[src/rtl/ifu_pkg.sv]
// ifu_pkg: FSM states, AXI-Lite constants and buffer entry width for the instruction prefetcher
package ifu_pkg;
  typedef enum logic [1:0] {IDLE, AREQ, RWAIT, DRAIN} ifu_state_t;
  localparam logic [1:0] RESP_OKAY = 2'b00;
  localparam logic [2:0] PROT_INSN = 3'b100;
  function automatic int entry_w(input int xlen);
    return xlen + 32 + 1;
  endfunction
endpackage

[src/rtl/ifu_fifo.sv]
// ifu_fifo: registered sync FIFO with flush and count; head output holds its last value while empty
module ifu_fifo #(
  parameter int WIDTH = 97,
  parameter int DEPTH = 4
) (
  input  logic                    clk,
  input  logic                    rst,
  input  logic                    push,
  input  logic                    pop,
  input  logic                    flush,
  input  logic [WIDTH-1:0]        din,
  output logic [WIDTH-1:0]        dout,
  output logic [$clog2(DEPTH):0]  count
);
  localparam int AW = $clog2(DEPTH);
  logic [WIDTH-1:0] r_mem [DEPTH];
  logic [AW:0]      r_wr;
  logic [AW:0]      r_rd;
  logic [WIDTH-1:0] r_last;
  logic             w_empty;
  assign w_empty = r_wr == r_rd;
  assign count   = r_wr - r_rd;
  assign dout    = w_empty ? r_last : r_mem[r_rd[AW-1:0]];
  always_ff @(posedge clk)
    if (push && !flush) r_mem[r_wr[AW-1:0]] <= din;
  always_ff @(posedge clk)
    if (rst) begin
      r_wr   <= '0;
      r_rd   <= '0;
      r_last <= '0;
    end else begin
      r_last <= dout;
      r_wr   <= flush ? r_rd : r_wr + (AW+1)'(push);
      r_rd   <= r_rd + (AW+1)'(pop && !flush && !w_empty);
    end
endmodule

[src/rtl/ifu_prefetch.sv]
// ifu_prefetch: single-outstanding sequential instruction prefetcher; IFU_ERR_REPORT_EN buffers bus errors instead of retrying
module ifu_prefetch
  import ifu_pkg::*;
#(
  parameter int              XLEN     = 64,
  parameter int              DLEN     = 64,
  parameter int              DEPTH    = 4,
  parameter logic [XLEN-1:0] RESET_PC = 'h80000000
) (
  input  logic            clk,
  input  logic            rst,
  input  logic            fetch_en,
  input  logic            redir_valid,
  input  logic [XLEN-1:0] redir_pc,
  output logic            instr_valid,
  input  logic            instr_ready,
  output logic [31:0]     instr,
  output logic [XLEN-1:0] instr_pc,
  output logic            instr_err,
  output logic            ifu_ARVALID,
  input  logic            ifu_ARREADY,
  output logic [XLEN-1:0] ifu_ARADDR,
  output logic [2:0]      ifu_ARPROT,
  input  logic            ifu_RVALID,
  output logic            ifu_RREADY,
  input  logic [DLEN-1:0] ifu_RDATA,
  input  logic [1:0]      ifu_RRESP
);
  localparam int EW = entry_w(XLEN);
  localparam int AW = $clog2(DEPTH);
  localparam logic [XLEN-1:0] ALIGN = ~XLEN'(3);
`ifdef IFU_ERR_REPORT_EN
  localparam bit ERR_REPORT = 1'b1;
`else
  localparam bit ERR_REPORT = 1'b0;
`endif
  ifu_state_t      r_state;
  ifu_state_t      w_state_nx;
  logic [XLEN-1:0] r_pc;
  logic [XLEN-1:0] r_addr;
  logic [XLEN-1:0] w_pc_nx;
  logic            r_kill;
  logic            r_stop;
  logic            w_ok;
  logic            w_push;
  logic            w_credit;
  logic [AW:0]     w_count;
  logic [31:0]     w_word;
  logic [EW-1:0]   w_din;
  logic [EW-1:0]   w_dout;
  assign w_ok     = ifu_RRESP == RESP_OKAY;
  assign w_word   = r_addr[2] ? ifu_RDATA[63:32] : ifu_RDATA[31:0];
  assign w_push   = r_state == RWAIT && ifu_RVALID && !redir_valid && (w_ok || ERR_REPORT);
  assign w_din    = {r_addr, w_ok ? w_word : 32'h0, !w_ok};
  assign w_credit = fetch_en && !r_stop && (int'(w_count) + (r_state == RWAIT ? 1 : 0)) < DEPTH;
  assign w_pc_nx  = redir_valid ? (redir_pc & ALIGN) : (w_push && w_ok) ? r_pc + XLEN'(4) : r_pc;
  always_comb begin
    w_state_nx = r_state;
    case (r_state)
      IDLE:    w_state_nx = (redir_valid || w_credit) ? AREQ : IDLE;
      AREQ:    w_state_nx = !ifu_ARREADY ? AREQ : (redir_valid || r_kill) ? DRAIN : RWAIT;
      RWAIT:   w_state_nx = !ifu_RVALID ? (redir_valid ? DRAIN : RWAIT) :
                            redir_valid ? AREQ :
                            !w_ok ? (ERR_REPORT ? IDLE : AREQ) :
                            w_credit ? AREQ : IDLE;
      default: w_state_nx = ifu_RVALID ? AREQ : DRAIN;
    endcase
  end
  always_ff @(posedge clk)
    if (rst) begin
      r_state <= IDLE;
      r_pc    <= RESET_PC & ALIGN;
      r_addr  <= '0;
      r_kill  <= 1'b0;
      r_stop  <= 1'b0;
    end else begin
      r_state <= w_state_nx;
      r_pc    <= w_pc_nx;
      r_addr  <= (w_state_nx == AREQ && r_state != AREQ) ? w_pc_nx : r_addr;
      r_kill  <= r_state == AREQ && !ifu_ARREADY && (redir_valid || r_kill);
      r_stop  <= redir_valid ? 1'b0 : (w_push && !w_ok) ? 1'b1 : r_stop;
    end
  ifu_fifo #(.WIDTH(EW), .DEPTH(DEPTH)) u_fifo (
    .clk   (clk),
    .rst   (rst),
    .push  (w_push),
    .pop   (instr_valid && instr_ready),
    .flush (redir_valid),
    .din   (w_din),
    .dout  (w_dout),
    .count (w_count)
  );
  assign instr_valid               = w_count != '0;
  assign {instr_pc, instr, instr_err} = w_dout;
  assign ifu_ARVALID               = r_state == AREQ;
  assign ifu_ARADDR                = r_addr;
  assign ifu_ARPROT                = ifu_ARVALID ? PROT_INSN : 3'b000;
  assign ifu_RREADY                = r_state == RWAIT || r_state == DRAIN;
endmodule

[config.mk]
export PLATFORM = sky130hd
export DESIGN_NAME = ifu_prefetch
export DESIGN_NICKNAME = d
export VERILOG_FILES = /design/src/rtl/ifu_pkg.sv /design/src/rtl/ifu_fifo.sv /design/src/rtl/ifu_prefetch.sv
export SDC_FILE = /design/constraint.sdc
export NUM_CORES = 1
export LEC_CHECK = 0
export CORE_ASPECT_RATIO = 1.2
export CORE_MARGIN = 4
export CORE_UTILIZATION = 60
export CTS_CLUSTER_DIAMETER = 60
export DETAILED_ROUTE_END_ITERATION = 10
export PLACE_DENSITY = 0.83
export SLEW_MARGIN = 20
export SYNTH_ARGS = -nofsm -noshare
export SYNTH_HDL_FRONTEND = slang
export SYNTH_SLANG_ARGS = --single-unit
[constraint.sdc]
create_clock -name clk -period 20.2 [get_ports clk]
set_input_delay 2.02 -clock clk [delete_from_list [all_inputs] [get_ports clk]]
set_output_delay 2.02 -clock clk [all_outputs]
set_load 0.005 [all_outputs]
==> results.py, run 1 <==
metrics = {
    "power": {
        "switching_share": 0.212,
        "pwr_density_cell_nw_per_um2": 86.2,
        "intPower_w": 0.00205,
        "power_switching_w": 0.000553,
        "seqPwrFrac": 0.539,
        "p_comb_frac": 0.053,
        "p_leak_nw": 10.4,
        "power.total_w": 0.00260,
        "ir_drop_v": 0.0000751,
        "clockPowerShare": 0.407,
    },
    "floorplan": {
        "pin_count": 304,
        "core_um2": 41800,
        "dieHeight_um": 233,
        "dieArea_um2": 45500,
        "initial_core_util": 0.606,
        "die_w_um": 195,
        "rows": 82,
    },
    "global_route": {
        "antenna_found_initial": 6,
        "track_usage": 0.261,
        "overflow": 0,
        "grt_max_degree": 86,
        "grt_first_pass_wirelength_um": 92900,
        "grt_pass1_vias": 16219,
    },
    "final_layout": {
        "final_cell_area_um2": 30200,
        "regArea_um2": 16400,
        "utilization": 0.723,
        "fin_nets": 2119,
        "filler_cell_count": 2667,
        "final_cell_mix": "388 x edfxtp_1, 297 x clkdlybuf4s50_1, 232 x dfxtp_1",
        "drive_above_1_share": 0.165,
        "layout_commonest_cell": "edfxtp_1",
        "area_growth_pct": 19.4,
        "multi_input_area_um2": 8040,
    },
    "clock_network": {
        "post-cts-setup-buffer-count": 0,
        "cts_max_path_buffers": 3,
        "hold_buffers": 0,
        "clockRootBuffer": "clkbuf_16",
        "cts_tree": "yes",
        "clock_latency_ns": 0.60,
        "htreeDepth": 2,
        "cts_resized": 0,
        "cts_made_buffers": 57,
        "clock_sinks": 623,
        "clkSlewWorstSetupHoldPaths_ns": 0.06,
    },
    "run_status": {
        "outcome": "finished clean",
    },
    "timing": {
        "drv_slew": 0,
        "final_hold_viol_count": 0,
        "setup_viol": 0,
        "worst_pin_slew_ns": 1.04,
        "clock_skew_ns": 0.0314,
        "tns_ns": 0,
        "rsz0062_at_grt": "no",
        "fin_crit_ns": 6.33,
        "max_slew_margin": 0.306,
        "fin_crit_sh": 0.314,
        "fmax_ghz": 0.158,
    },
    "routing": {
        "vias": 15558,
        "final_antenna_net_count": 0,
        "drt_first_iter_violations": 1256,
        "first_pass_iters": 5,
        "wl_um": 60200,
        "wire_per_inst_um": 23.4,
        "drc": 0,
        "viasPerCell": 6.05,
    },
    "setup_path": {
        "end_kind": "output port",
        "r2r_cells": 8,
        "cp_slowest_cell": "buf_4",
        "start_kind": "flip-flop",
        "cp_cell_sequence": "inv_1 > ha_1 > and3_4 > buf_4 > mux2_2 > clkdlybuf4s50_1",
        "cpPeakStageDelay_ns": 0.90,
        "worst-path-stages": 6,
        "crit_buf_inv": 3,
        "worstSetupPathType": "reg -> out",
        "path_delay_family": "buffers and inverters",
        "worstPathMaxFanout": 66,
        "critPathArrivalTime_ns": 4.31,
        "worst-endpoint-required_ns": 18.18,
    },
    "synth": {
        "synthFlopType": "edfxtp_1",
        "synth_edf_count": 388,
        "ys.warnings.count": 0,
        "ys_types": 66,
        "avgSynthCellArea_um2": 14.4,
        "yosys.area.top_type": "edfxtp_1",
        "postSynthCellCount": 1752,
        "ys_async_sr_fraction": 0,
        "synth.top_cell.area_share": 0.461,
        "synth_area_um2": 25300,
        "synth-seq-area-share": 0.647,
        "ys_seq_elements": 623,
        "synth_area_leaders": "edfxtp_1 46%, dfxtp_1 19%, mux4_2 8.6%",
    },
    "run": {
        "drv_cap": 0,
    },
    "place": {
        "io_buffers": 299,
        "hpwl_um": 37900,
        "gp_congestion": 0.892,
        "dpl_cell_area_um2": 28300,
    },
    "hold_path": {
        "min_path_cells": 1,
        "min_path_type": "reg -> reg",
    },
}
[area by class of cell]
| type | instances | area share |
|---|---|---|
| clock buffers | 85 | 0.0552 |
| inverters | 16 | 0.00207 |
| diodes | 5 | 0.000415 |
| repair buffers | 323 | 0.105 |
| well taps | 546 | 0.0226 |
| multi-input cells | 953 | 0.266 |
| clock inverters | 22 | 0.00622 |
| flip-flops and latches | 623 | 0.542 |
[path summary, 6_finish.rpt]
path | end | slack (ns) | startpoint
worst min register to register | r_stop | 0.48 | r_stop
worst max register to register | ifu_ARADDR[50] | 16.30 | u_fifo.r_rd[1]
worst max-delay path | instr_pc[18] | 13.87 | u_fifo.r_rd[1]
worst min-delay path | r_stop | 0.48 | r_stop
[per-layer routing]
metal,vias to the layer above,share of wire,global-route usage
met4,4,0.029,0.0812
met3,137,0.072,0.0479
li1,6954,-,-
met2,654,0.51,0.452
met1,7809,0.39,0.338
met5,-,0.00045,0
[synth_stat cells (all sizes together), types with 15 or more instances]
library cell  number
nor2             113
nand3             47
inv               15
dfxtp            235
nand4             26
clkbuf            67
mux4              97
and2             110
buf               94
and3              28
o21ai             36
nor3              30
nand2             86
mux2              97
a21oi             23
xnor2             26
mux2i             46
nor4              25
edfxtp           388
[power by group through the flow]
stage | Sequential [W] | Clock [W] | Combinational [W]
global placement | 0.00143 | 0 | 0.000134
CTS | 0.00140 | 0.00108 | 0.000138
finish | 0.00140 | 0.00106 | 0.000138
floorplan | 0.00142 | 0 | 0.0000770
detailed placement | 0.00143 | 0 | 0.000137
global route | 0.00141 | 0.00113 | 0.000149
[registers in the layout, indices dropped and copies added (netlist names)]
| signal | cells |
|---|---|
| u_fifo.r_mem | 388 |
| r_pc | 64 |
| r_state | 2 |
| u_fifo.r_last | 97 |
| r_kill | 1 |
| u_fifo.r_wr | 3 |
| u_fifo.r_rd | 3 |
| r_stop | 1 |
| ifu_ARADDR | 64 |
[kinds of logic (layout without fill, tap and decap cells)]
| logic type | count (synthesis) | after routing | share of synthesized area |
|---|---|---|---|
| and+or+nand+nor | 520 | 520 | 0.111 |
| DFF | 623 | 623 | 0.647 |
| xor gates and xnor gates | 37 | 37 | 0.0134 |
| adders and majority gates | 8 | 8 | 0.00426 |
| muxes | 240 | 240 | 0.148 |
| buffers and inverters | 177 | 446 | 0.0366 |
| AOI/OAI and AO/OA | 146 | 146 | 0.0396 |
| other | 1 | 7 | 0.000148 |
[worst reg2reg max path, cell delays in order (launching register included)]
cell,delay (ns)
dfxtp_4,0.83
fa_1,0.57
o41a_1,0.46
o311ai_0,0.52
a21oi_2,0.09
buf_4,0.27
nand2_1,0.76
a21oi_1,0.12
a21o_1,0.20
[stage by stage]
stage	cells	setup WS [ns]	hold slack, ns
finish	2573	13.87	0.481
global route	2570	13.57	0.511
CTS	2568	13.74	0.483
detailed placement	2461	14.27	0.469
global placement	2461	14.34	0.459
floorplan	1753	10.49	0.443
Power figures use the tool's default switching activity.
==> inputs of run 2 (changes only) <==
--- a/config.mk
+++ b/config.mk
@@ -7,10 +7,10 @@
 export LEC_CHECK = 0
 export CORE_ASPECT_RATIO = 1.2
 export CORE_MARGIN = 4
-export CORE_UTILIZATION = 60
+export CORE_UTILIZATION = 56
 export CTS_CLUSTER_DIAMETER = 60
 export DETAILED_ROUTE_END_ITERATION = 10
-export PLACE_DENSITY = 0.83
+export PLACE_DENSITY = 0.78
 export SLEW_MARGIN = 20
 export SYNTH_ARGS = -nofsm -noshare
 export SYNTH_HDL_FRONTEND = slang
==> constraint.sdc (replaced) <==
create_clock -name clk -period 6.41 [get_ports clk]
set_input_delay 0.641 -clock clk [delete_from_list [all_inputs] [get_ports clk]]
set_output_delay 0.641 -clock clk [all_outputs]
set_load 0.005 [all_outputs]
==> run 2 against run 1 <==
Compared with the run above: flip-flop and latch count is the same; power grew to 3.2 times the previous value; largest cell class unchanged; non-clock buffer count down 1; critical endpoint is now instr_pc[62]; design area increased by 0.80%.
==> results.py, run 2 (same netlist as run 1, synthesis figures left out) <==
metrics = {
    "routing": {
        "viasPerCell": 5.83,
        "drt_first_iter_violations": 1291,
        "first_pass_iters": 5,
        "wl_um": 60100,
        "drc": 0,
        "vias": 15363,
        "wire_per_inst_um": 22.8,
        "final_antenna_net_count": 0,
    },
    "clock_network": {
        "clock_sinks": 623,
        "clockRootBuffer": "clkbuf_16",
        "cts_resized": 0,
        "post-cts-setup-buffer-count": 0,
        "htreeDepth": 2,
        "hold_buffers": 0,
        "cts_tree": "yes",
        "cts_made_buffers": 60,
        "clock_latency_ns": 0.61,
        "cts_max_path_buffers": 3,
        "clkSlewWorstSetupHoldPaths_ns": 0.06,
    },
    "floorplan": {
        "pin_count": 304,
        "dieArea_um2": 48600,
        "initial_core_util": 0.565,
        "core_um2": 44800,
        "rows": 85,
        "die_w_um": 202,
        "dieHeight_um": 241,
    },
    "setup_path": {
        "end_kind": "output port",
        "worst-endpoint-required_ns": 5.77,
        "start_kind": "flip-flop",
        "cp_cell_sequence": "inv_1 > ha_1 > and3_4 > buf_4 > mux2_2 > clkdlybuf4s50_1",
        "cp_slowest_cell": "dfxtp_4",
        "worstPathMaxFanout": 47,
        "worstSetupPathType": "reg -> out",
        "cpPeakStageDelay_ns": 0.85,
        "critPathArrivalTime_ns": 4.09,
    },
    "final_layout": {
        "final_cell_mix": "388 x edfxtp_1, 297 x clkdlybuf4s50_1, 232 x dfxtp_1",
        "area_growth_pct": 20.3,
        "final_cell_area_um2": 30400,
        "fin_nets": 2121,
        "drive_above_1_share": 0.166,
        "largest_reg_flops": 388,
        "final_cells": 2636,
        "layout_commonest_cell": "edfxtp_1",
        "filler_cell_count": 3106,
    },
    "timing": {
        "rsz0062_at_grt": "no",
        "final_hold_viol_count": 0,
        "clock_skew_ns": 0.0267,
        "worst_pin_slew_ns": 1.09,
        "setup_ws_ns": 1.68,
        "drv_slew": 0,
        "fin_crit_ns": 4.73,
        "tns_ns": 0,
        "max_slew_margin": 0.270,
        "fin_crit_sh": 0.738,
        "setup_viol": 0,
        "fmax_ghz": 0.211,
    },
    "power": {
        "pwr_density_cell_nw_per_um2": 277,
        "p_leak_nw": 10.5,
        "ir_drop_v": 0.000233,
        "power.total_w": 0.00844,
    },
    "global_route": {
        "grt_max_degree": 87,
        "track_usage": 0.247,
        "grt_first_pass_wirelength_um": 93500,
        "overflow": 0,
        "grt_pass1_vias": 16020,
        "antenna_found_initial": 3,
    },
    "run_status": {
        "outcome": "finished clean",
    },
    "place": {
        "gp_congestion": 0.894,
        "dpl_worst_slack_ns": 2.08,
        "place_inst": 2523,
        "dpl_cell_area_um2": 28400,
        "hpwl_um": 38100,
        "io_buffers": 299,
    },
    "run": {
        "drv_cap": 0,
    },
    "hold_path": {
        "min_path_type": "in -> reg",
    },
}
==> run 2: layout make-up <==
cell class,instances,area (um^2),share of cell area
multi-input cells,953,8040,0.264
clock buffers,86,1700,0.0559
inverters,16,62.6,0.00206
well taps,609,762,0.0250
flip-flops and latches,623,16400,0.538
diodes,2,5.00,0.000164
clock inverters,25,305,0.0100
repair buffers,322,3180,0.105
==> run 2: worst paths after layout <==
check | startpoint | end | slack (ns) | cells past startpoint
setup / recovery | u_fifo.r_rd[1] | instr_pc[62] | 1.68 | 6
hold / removal | rst | r_pc[37] | 0.46 | 2
setup reg to reg | u_fifo.r_rd[0] | ifu_ARADDR[61] | 2.20 | 9
hold reg to reg | r_kill | r_kill | 0.48 | 2
==> run 2: per-layer routing <==
layer | vias up | track usage | share of wire
met3 | 118 | 0.0469 | 0.064
met5 | - | 0 | 0.00032
met1 | 7721 | 0.326 | 0.41
met2 | 557 | 0.419 | 0.50
met4 | 2 | 0.0872 | 0.030
li1 | 6965 | - | -
==> run 2: per-stage QoR <==
stage          utilization  hold slack [ns]
3_5_place_dp         0.635            0.471
6_report             0.680            0.459
5_1_grt              0.680            0.479
2_1_floorplan            -            0.443
4_1_cts              0.679            0.422
3_3_place_gp         0.635            0.458
==> run 2: critical path: cells and delay by family (launching register included) <==
| family | cells | cell delay, ns |
|---|---|---|
| fa+ha+maj | 1 | 0.31 |
| mux | 1 | 0.41 |
| buf+inv | 3 | 1.09 |
| simple gates | 1 | 0.74 |
| flops | 1 | 0.85 |
==> run 2: power breakdown <==
group | internal, W | switching [W] | leakage (nW)
logic | 0.000217 | 0.000219 | 4.04
clock network | 0.00212 | 0.00146 | 0.985
registers | 0.00433 | 0.0000951 | 5.44
